<file path="src/rtl/multiplexer2to1_round_robin_feeder_pkg.sv">
// multiplexer2to1_round_robin_feeder_pkg: shared FSM encodings and channel count for the feeder
package multiplexer2to1_round_robin_feeder_pkg;
  localparam int CHANNEL_COUNT = 2;
  typedef enum logic [1:0] {IDLE = 2'd0, GRANT0 = 2'd1, GRANT1 = 2'd2} state_t;
  function automatic state_t grant_state(input logic ch);
    return ch ? GRANT1 : GRANT0;
  endfunction
endpackage

</file>
<file path="src/rtl/multiplexer2to1_round_robin_feeder_input_holding_register.sv">
// multiplexer2to1_round_robin_feeder_input_holding_register: one-entry data+last buffer with full flag
module multiplexer2to1_round_robin_feeder_input_holding_register #(
  parameter int DATA_WIDTH = 1
) (
  input  logic                  clock,
  input  logic                  reset,
  input  logic                  valid,
  input  logic [DATA_WIDTH-1:0] data,
  input  logic                  last,
  input  logic                  pop,
  output logic                  ready,
  output logic                  full,
  output logic [DATA_WIDTH-1:0] held_data,
  output logic                  held_last
);
  logic push;
  assign ready = ~full | pop;
  assign push = valid & ready;
  always_ff @(posedge clock) begin
    if (reset) begin
      full <= 1'b0;
      held_data <= '0;
      held_last <= 1'b0;
    end else begin
      if (push) begin
        held_data <= data;
        held_last <= last;
      end
      full <= push | (full & ~pop);
    end
  end
endmodule

</file>
<file path="src/rtl/multiplexer2to1_round_robin_feeder.sv">
// multiplexer2to1_round_robin_feeder: buffers two channels and grants them round-robin with burst lock
module multiplexer2to1_round_robin_feeder
  import multiplexer2to1_round_robin_feeder_pkg::*;
#(
  parameter int DATA_WIDTH    = 1,
  parameter int BURST_LENGTH  = 4,
  parameter int COUNTER_WIDTH = 2
) (
  input  logic                    clock,
  input  logic                    reset,
  input  logic [1:0]              input_valid,
  output logic [1:0]              input_ready,
  input  logic [2*DATA_WIDTH-1:0] input_data,
  input  logic [1:0]              input_last,
  output logic [2*DATA_WIDTH-1:0] held_data,
  output logic                    selection,
  output logic                    output_valid,
  input  logic                    output_ready,
  output logic                    output_last,
  output logic                    busy
);
  state_t state, state_next;
  logic last_grant;
  logic [COUNTER_WIDTH-1:0] beat_count;
  logic [CHANNEL_COUNT-1:0] full, held_last;
  logic granted, pop, release_grant;
  assign granted = state == GRANT1;
  assign pop = output_valid & output_ready;
  assign release_grant = pop & (held_last[granted] | beat_count == COUNTER_WIDTH'(BURST_LENGTH - 1));
  for (genvar i = 0; i < CHANNEL_COUNT; i++) begin : g_hold
    multiplexer2to1_round_robin_feeder_input_holding_register #(.DATA_WIDTH(DATA_WIDTH)) u_hold (
      .clock     (clock),
      .reset     (reset),
      .valid     (input_valid[i]),
      .data      (input_data[i*DATA_WIDTH +: DATA_WIDTH]),
      .last      (input_last[i]),
      .pop       (pop & (selection == 1'(i))),
      .ready     (input_ready[i]),
      .full      (full[i]),
      .held_data (held_data[i*DATA_WIDTH +: DATA_WIDTH]),
      .held_last (held_last[i])
    );
  end
  always_ff @(posedge clock) begin
    if (reset) begin
      state <= IDLE;
      selection <= 1'b0;
      last_grant <= 1'b1;
      beat_count <= '0;
    end else begin
      state <= state_next;
      if (state_next != IDLE && state_next != state) selection <= state_next == GRANT1;
      if (release_grant) last_grant <= granted;
      beat_count <= (state == IDLE || release_grant) ? '0 : beat_count + COUNTER_WIDTH'(pop);
    end
  end
  // Without a release the grant holds even with an empty register: packet lock
  always_comb begin
    state_next = state;
    if (state == IDLE)
      state_next = &full ? grant_state(~last_grant) : full[0] ? GRANT0 : full[1] ? GRANT1 : IDLE;
    else if (release_grant)
      state_next = full[~granted] ? grant_state(~granted) : IDLE;
  end
  always_comb begin
    output_valid = (state != IDLE) & full[granted];
    output_last = output_valid & held_last[granted];
    busy = state != IDLE;
  end
endmodule

</file>
<file path="config.mk">
export PLATFORM = sky130hd
export DESIGN_NAME = multiplexer2to1_round_robin_feeder
export DESIGN_NICKNAME = d
export VERILOG_FILES = /design/src/rtl/multiplexer2to1_round_robin_feeder_pkg.sv /design/src/rtl/multiplexer2to1_round_robin_feeder_input_holding_register.sv /design/src/rtl/multiplexer2to1_round_robin_feeder.sv
export SDC_FILE = /design/constraint.sdc
export NUM_CORES = 1
export LEC_CHECK = 0
export ABC_AREA = 1
export BUFFER_PORTS_ARGS = -buffer_cell sky130_fd_sc_hd__buf_4
export CAP_MARGIN = 20
export CORE_MARGIN = 4
export CORE_UTILIZATION = 48
export DETAILED_ROUTE_END_ITERATION = 10
export GPL_TIMING_DRIVEN = 0
export PLACE_DENSITY = 0.74
export SYNTH_ARGS = -nofsm -noshare
export SYNTH_HDL_FRONTEND = slang
export SYNTH_HIERARCHICAL = 1
export SYNTH_SLANG_ARGS = --single-unit
</file>
<file path="constraint.sdc">
create_clock -name clock -period 1.5 [get_ports clock]
set_clock_uncertainty 0.1 [all_clocks]
set_input_delay 0 -clock clock [delete_from_list [all_inputs] [get_ports clock]]
set_output_delay 0 -clock clock [all_outputs]
set_load 0.05 [all_outputs]
</file>
After elaboration in Yosys (flattened, before gate mapping)
Index checks and enable logic that the tools add are counted.
Storage, ports and cells
  bits of input ports: 9
  output and inout bits: 8
  word-level logic and storage cells: 59
  bits in registers: 12
Operators by class
  reductions and logical operators: 7
  order comparisons: 2
  multiplexer cells: 14
  eq/ne operators: 4
  add/sub/neg operators: 1
  bitwise gates (word level): 21
Operator list (number)
  2-bit two-way mux: 8
  1-bit bitwise AND: 10
  2-bit == test, second input constant: 3
  1-bit two-way mux: 6
  1-bit inverter: 6
  1-bit OR: 5
  1-bit by 2-bit < comparator with 1-bit output, second input constant: 2
  2-bit nonzero test: 2
  2-bit by 1-bit adder with 2-bit output: 1
  2-bit logical NOT: 1
  2-bit inequality test: 1
  2-bit AND reduction: 1
  2-bit OR reduction: 1
  1-bit logical AND: 1
  1-bit logical OR: 1

Longest topological paths before layout
  depth in word-level cells: 10
  depth in mapped cells: 11
  depth with buffers taken out: 11

By module
The synthesis kept the hierarchy.
By module, submodules not included
  multiplexer2to1_round_robin_feeder: instances 1, seq. area each 120.1 um^2, area an instance 374.1 um^2, cells an instance 55
  multiplexer2to1_round_robin_feeder_input_holding_register: instances 2, seq. area each 60.1 um^2, area an instance 125.1 um^2, cells an instance 18

Worst setup path after synthesis
Ideal clock, no wire load.
  kind: register to register
  from: register state[1]
  to: register g_hold[0].u_hold.held_data
  required time: 1283 ps
  setup slack: -100 ps
  stages on the path, launching flop included: 11
  path buffers: 1
  library setup time: 117 ps
  arrival: 1384 ps
  period minus slack after synthesis: 1600 ps
  path through: dfxtp_1 buf_4 nand3_2 a21oi_4 inv_1 nor2_1 inv_2 nand2_2 nand3_1 nand2_1 nor2_1
Between the ends
  longest elaborated chain between the ends: 8
  elaborated cells between the ends (all ways): 9
  classes of those cells: eq/ne: 1; mux: 2; bitwise: 5; reduce/logical: 1
RTL lines
  from (decl): RTL line multiplexer2to1_round_robin_feeder.sv:22  | state_t state, state_next;
  from (signal assigned): RTL line multiplexer2to1_round_robin_feeder.sv:51  | state <= state_next;
  2-bit == test: RTL line multiplexer2to1_round_robin_feeder.sv:27  | assign granted = state == GRANT1;
  1-bit two-way mux (implied by the code) (2 in a row): RTL line multiplexer2to1_round_robin_feeder.sv:66  | output_valid = (state != IDLE) & full[granted];
  1-bit bitwise AND (*): RTL line multiplexer2to1_round_robin_feeder.sv:66
  1-bit bitwise AND (*): RTL line multiplexer2to1_round_robin_feeder.sv:28  | assign pop = output_valid & output_ready;
  1-bit bitwise AND (*): RTL line multiplexer2to1_round_robin_feeder.sv:37  | .pop (pop & (selection == 1'(i))),
  1-bit OR (*): RTL line multiplexer2to1_round_robin_feeder_input_holding_register.sv:17  | assign ready = ~full | pop;
  named net input_ready[0]: RTL line multiplexer2to1_round_robin_feeder.sv:12  | output logic [1:0] input_ready,
  1-bit bitwise AND (*): RTL line multiplexer2to1_round_robin_feeder_input_holding_register.sv:18  | assign push = valid & ready;
  to (signal assigned): RTL line multiplexer2to1_round_robin_feeder_input_holding_register.sv:26  | held_data <= data;
  to (decl): RTL line multiplexer2to1_round_robin_feeder_input_holding_register.sv:13  | output logic [DATA_WIDTH-1:0] held_data,
The timed path passes the listed nets; every way through them passes the cells marked *. The select of a mux whose other input is x is not followed.
A chain may end at the register's enable or synchronous reset.

Worst setup path after layout
  from: register g_hold[0].u_hold.full
  to: register selection
Between the ends
  longest elaborated chain between the ends: 9
  elaborated cells between the ends (all ways): 17
  classes of those cells: eq/ne: 2; mux: 9; bitwise: 3; reduce/logical: 3
RTL lines
  from (decl): RTL line multiplexer2to1_round_robin_feeder_input_holding_register.sv:12  | output logic full,
  from (signal assigned): RTL line multiplexer2to1_round_robin_feeder_input_holding_register.sv:29  | full <= push | (full & ~pop);
  1-bit two-way mux (implied by the code) (2 in a row): RTL line multiplexer2to1_round_robin_feeder.sv:66
  1-bit bitwise AND: RTL line multiplexer2to1_round_robin_feeder.sv:66
  1-bit bitwise AND: RTL line multiplexer2to1_round_robin_feeder.sv:28
  1-bit bitwise AND: RTL line multiplexer2to1_round_robin_feeder.sv:29  | assign release_grant = pop & (held_last[granted] | beat_count == COUNTER_WIDTH'(BURST_LENGTH - 1));
  2-bit two-way mux: RTL line multiplexer2to1_round_robin_feeder.sv:62  | else if (release_grant)
  2-bit two-way mux (*): RTL line multiplexer2to1_round_robin_feeder.sv:60  | if (state == IDLE)
  2-bit inequality test or 2-bit nonzero test (tied branches): RTL line multiplexer2to1_round_robin_feeder.sv:52  | if (state_next != IDLE && state_next != state) selection <= state_next == GRANT1;
  1-bit logical AND: RTL line multiplexer2to1_round_robin_feeder.sv:52
  to (signal assigned): RTL line multiplexer2to1_round_robin_feeder.sv:47  | selection <= 1'b0;
  to (signal assigned): RTL line multiplexer2to1_round_robin_feeder.sv:52
  to (decl): RTL line multiplexer2to1_round_robin_feeder.sv:16  | output logic selection,
Mark *: on every way between the ends. The rest lies on a longest branch, timed or not. The select of a mux whose other input is x is not followed.

==> reports/metrics.yaml <==
post-route-worst-setup-slack_ps: -73.85
start_util_pct: 53.31
io_buffers: 16
end_kind: "register"
cp-start-kind: "register"
synth_area_um2: 624.3
final_cell_mix: "buf_4 (27), inv_1 (14), nand2_1 (14)"
drcViolationCount: 0
min_path_type: "input port to register"
powerDensity_nw_per_um2: 989.5
slew_headroom_pct: 84.42
drtPass1Iterations: 4
io_pins: 17
detail-route-antenna-nets: 0
synth.net_count: 101
routed_wl_um: 2428
crit_start: "g_hold[0].u_hold/full$_SDFF_PP0_"
crit_type: "register to register"
rsz0062_at_grt: "yes"
syn-instance-count: 91
run_status: "complete, but fails checks"
r2r_start: "g_hold[0].u_hold/full$_SDFF_PP0_"
gp_congestion: 0.7510
met2RoutedLength_um: 1205
synth-seq-cells: 12
fp.dieH_um: 44.07
met3WireLength_um: 230
globalRouteOverflowTotal: 0
avgSynthCellArea_um2: 6.861
clock_sinks: 12
fin_nets: 142
via_count: 836
setup-tns-final_ps: -247.2
cellLeakagePower_nw: 0.5269
synth_area_leader_cell: "dfxtp_1"
worst_pin_slew_ps: 233.7
track_usage_pct: 18.88
cp_max_fo: 5
synth.area.top_cells: "dfxtp_1 (38%), nand2_1 (9.6%), inv_1 (9.0%), nand3_1 (8.8%), a21oi_1 (7.2%)"
finalHoldViolations: 0
path_clk_slew_ps: 80
h-tree-depth: 1
drv_slew: 0
max_cap_violations: 0
clk_latency_ps: 270
power_mw: 1.062
drtIter0Drc: 53
synthDistinctLibCells: 19
min_from: "output_ready"
mostFrequentLayoutCell: "buf_4"
critical_path_required_ps: 1570
cts_tree: "yes"
via_per_inst: 5.766
clockRootBuffer: "clkbuf_4"
violations: "setup timing"
rows: 12
core-area_um2: 1171
dpl.hpwl_um: 967.7
grt_max_degree: 9
grt_pass1_vias: 686
seq_area_frac_synth_pct: 38.48
n_antenna_cell: 0
hold_slack_ps: 313.1
fill_cells: 45
highest_layer: "met4"
met1_length_um: 887
fin_crit_ps: 1574
setup_viol: 8
synth_top_area_share_pct: 38.48
ys_warn_count: 6
wl_per_cell_um: 16.74
finish.utilization_pct: 91.67
crit_arrival_ps: 1650
layout-drive-gt1-share_pct: 42.75
clock_path_buffers: 2
fin_crit_sh_pct: 104.9
dieArea_um2: 1942
pre_cts_ws_ps: -66.34
syn2layout_area_growth_pct: 71.94
numCtsBuffers: 3
grt_pass1_wl_um: 2753
ir_worst_vdd_v: 0.0007082
antenna_found_initial: 0
die_w_um: 44.07
max_freq_ghz: 0.6354
-- sequential cells by signal, indices dropped and copies added, names as in the netlist --
register	count
beat_count	2
g_hold.u_hold/full	2
g_hold.u_hold/held_data	2
g_hold.u_hold/held_last	2
last_grant	1
selection	1
state	2
-- layout make-up --
type	count	area (um^2)	share of cell area, %
multi-input cells	60	382.9	35.66
repair buffers	36	302.8	28.21
flip-flops and latches	12	252.7	23.54
inverters	18	70.07	6.527
clock buffers	4	36.28	3.380
well taps	14	17.52	1.632
plain buffers	1	11.26	1.049
-- synth_stat cells --
library cell / instances
inv_2: 3
nor2_1: 11
o211ai_1: 1
nand2_1: 16
nand2_4: 1
nand3_2: 1
nand3_1: 11
dfxtp_1: 12
nand2_2: 2
a22oi_1: 1
o21ai_0: 1
nor2_2: 1
xnor2_1: 1
buf_4: 1
a21oi_1: 9
a21oi_4: 1
ha_1: 1
inv_1: 15
o21ai_1: 2
-- per-layer routing --
layer,global-route usage (%),vias to the layer above
met5,0,-
li1,-,368
met1,21.43,375
met3,4.472,21
met2,32.27,72
met4,10.24,0
-- final timing paths --
check                                            end  slack [ps]  depth (start not counted)
max reg2reg                   selection$_SDFFE_PP0P_         -70                         10
min reg2reg  g_hold[0].u_hold/held_data$_SDFFE_PP0P_         400                          2
min                         beat_count[1]$_SDFF_PP0_         310                          7
max                           selection$_SDFFE_PP0P_         -70                         10
-- stage by stage --
stage,area (um^2),instances
after floorplan,654.4,91
after global placement,792.0,121
after detailed placement,792.0,121
after CTS,1017,141
after global routing,1074,145
final,1074,145
-- worst max-delay path: stages, from the launching register on --
cell	delay, ps
dfxtp_4	410
nand2_2	110
a21oi_4	180
buf_4	170
nand2_4	80
nand2_1	60
nand3_1	100
nand3_1	90
nand2_1	50
nand2_1	80
nor2_2	40
-- cells by family (layout without fill, tap and decap cells) --
kind of cell / Yosys count / count (layout) / share of synthesized area (%)
DFF: 12 / 12 / 38.48
adders and majority gates: 1 / 1 / 2.004
AOI/OAI and AO/OA: 15 / 15 / 14.63
and+or+nand+nor: 43 / 43 / 31.46
buffers and inverters: 19 / 59 / 12.02
xor gates and xnor gates: 1 / 1 / 1.403
-- report_power, final --
part	internal (mW)	switching [mW]	leakage, nW	total (mW)
sequential	0.346	0.0272	0.101	0.373
combinational	0.168	0.254	0.405	0.422
clock	0.148	0.120	0.0210	0.267
-- timing repair --
action	4_1_cts	5_1_grt
hold endpoints to repair	10	0
resized for setup	16	7
endpoints found under the setup margin	6	10
hold buffers	7	0
gates cloned	0	0
setup buffers	9	4
pin swaps	4	6
No activity file was read; power rests on OpenSTA's default activity.
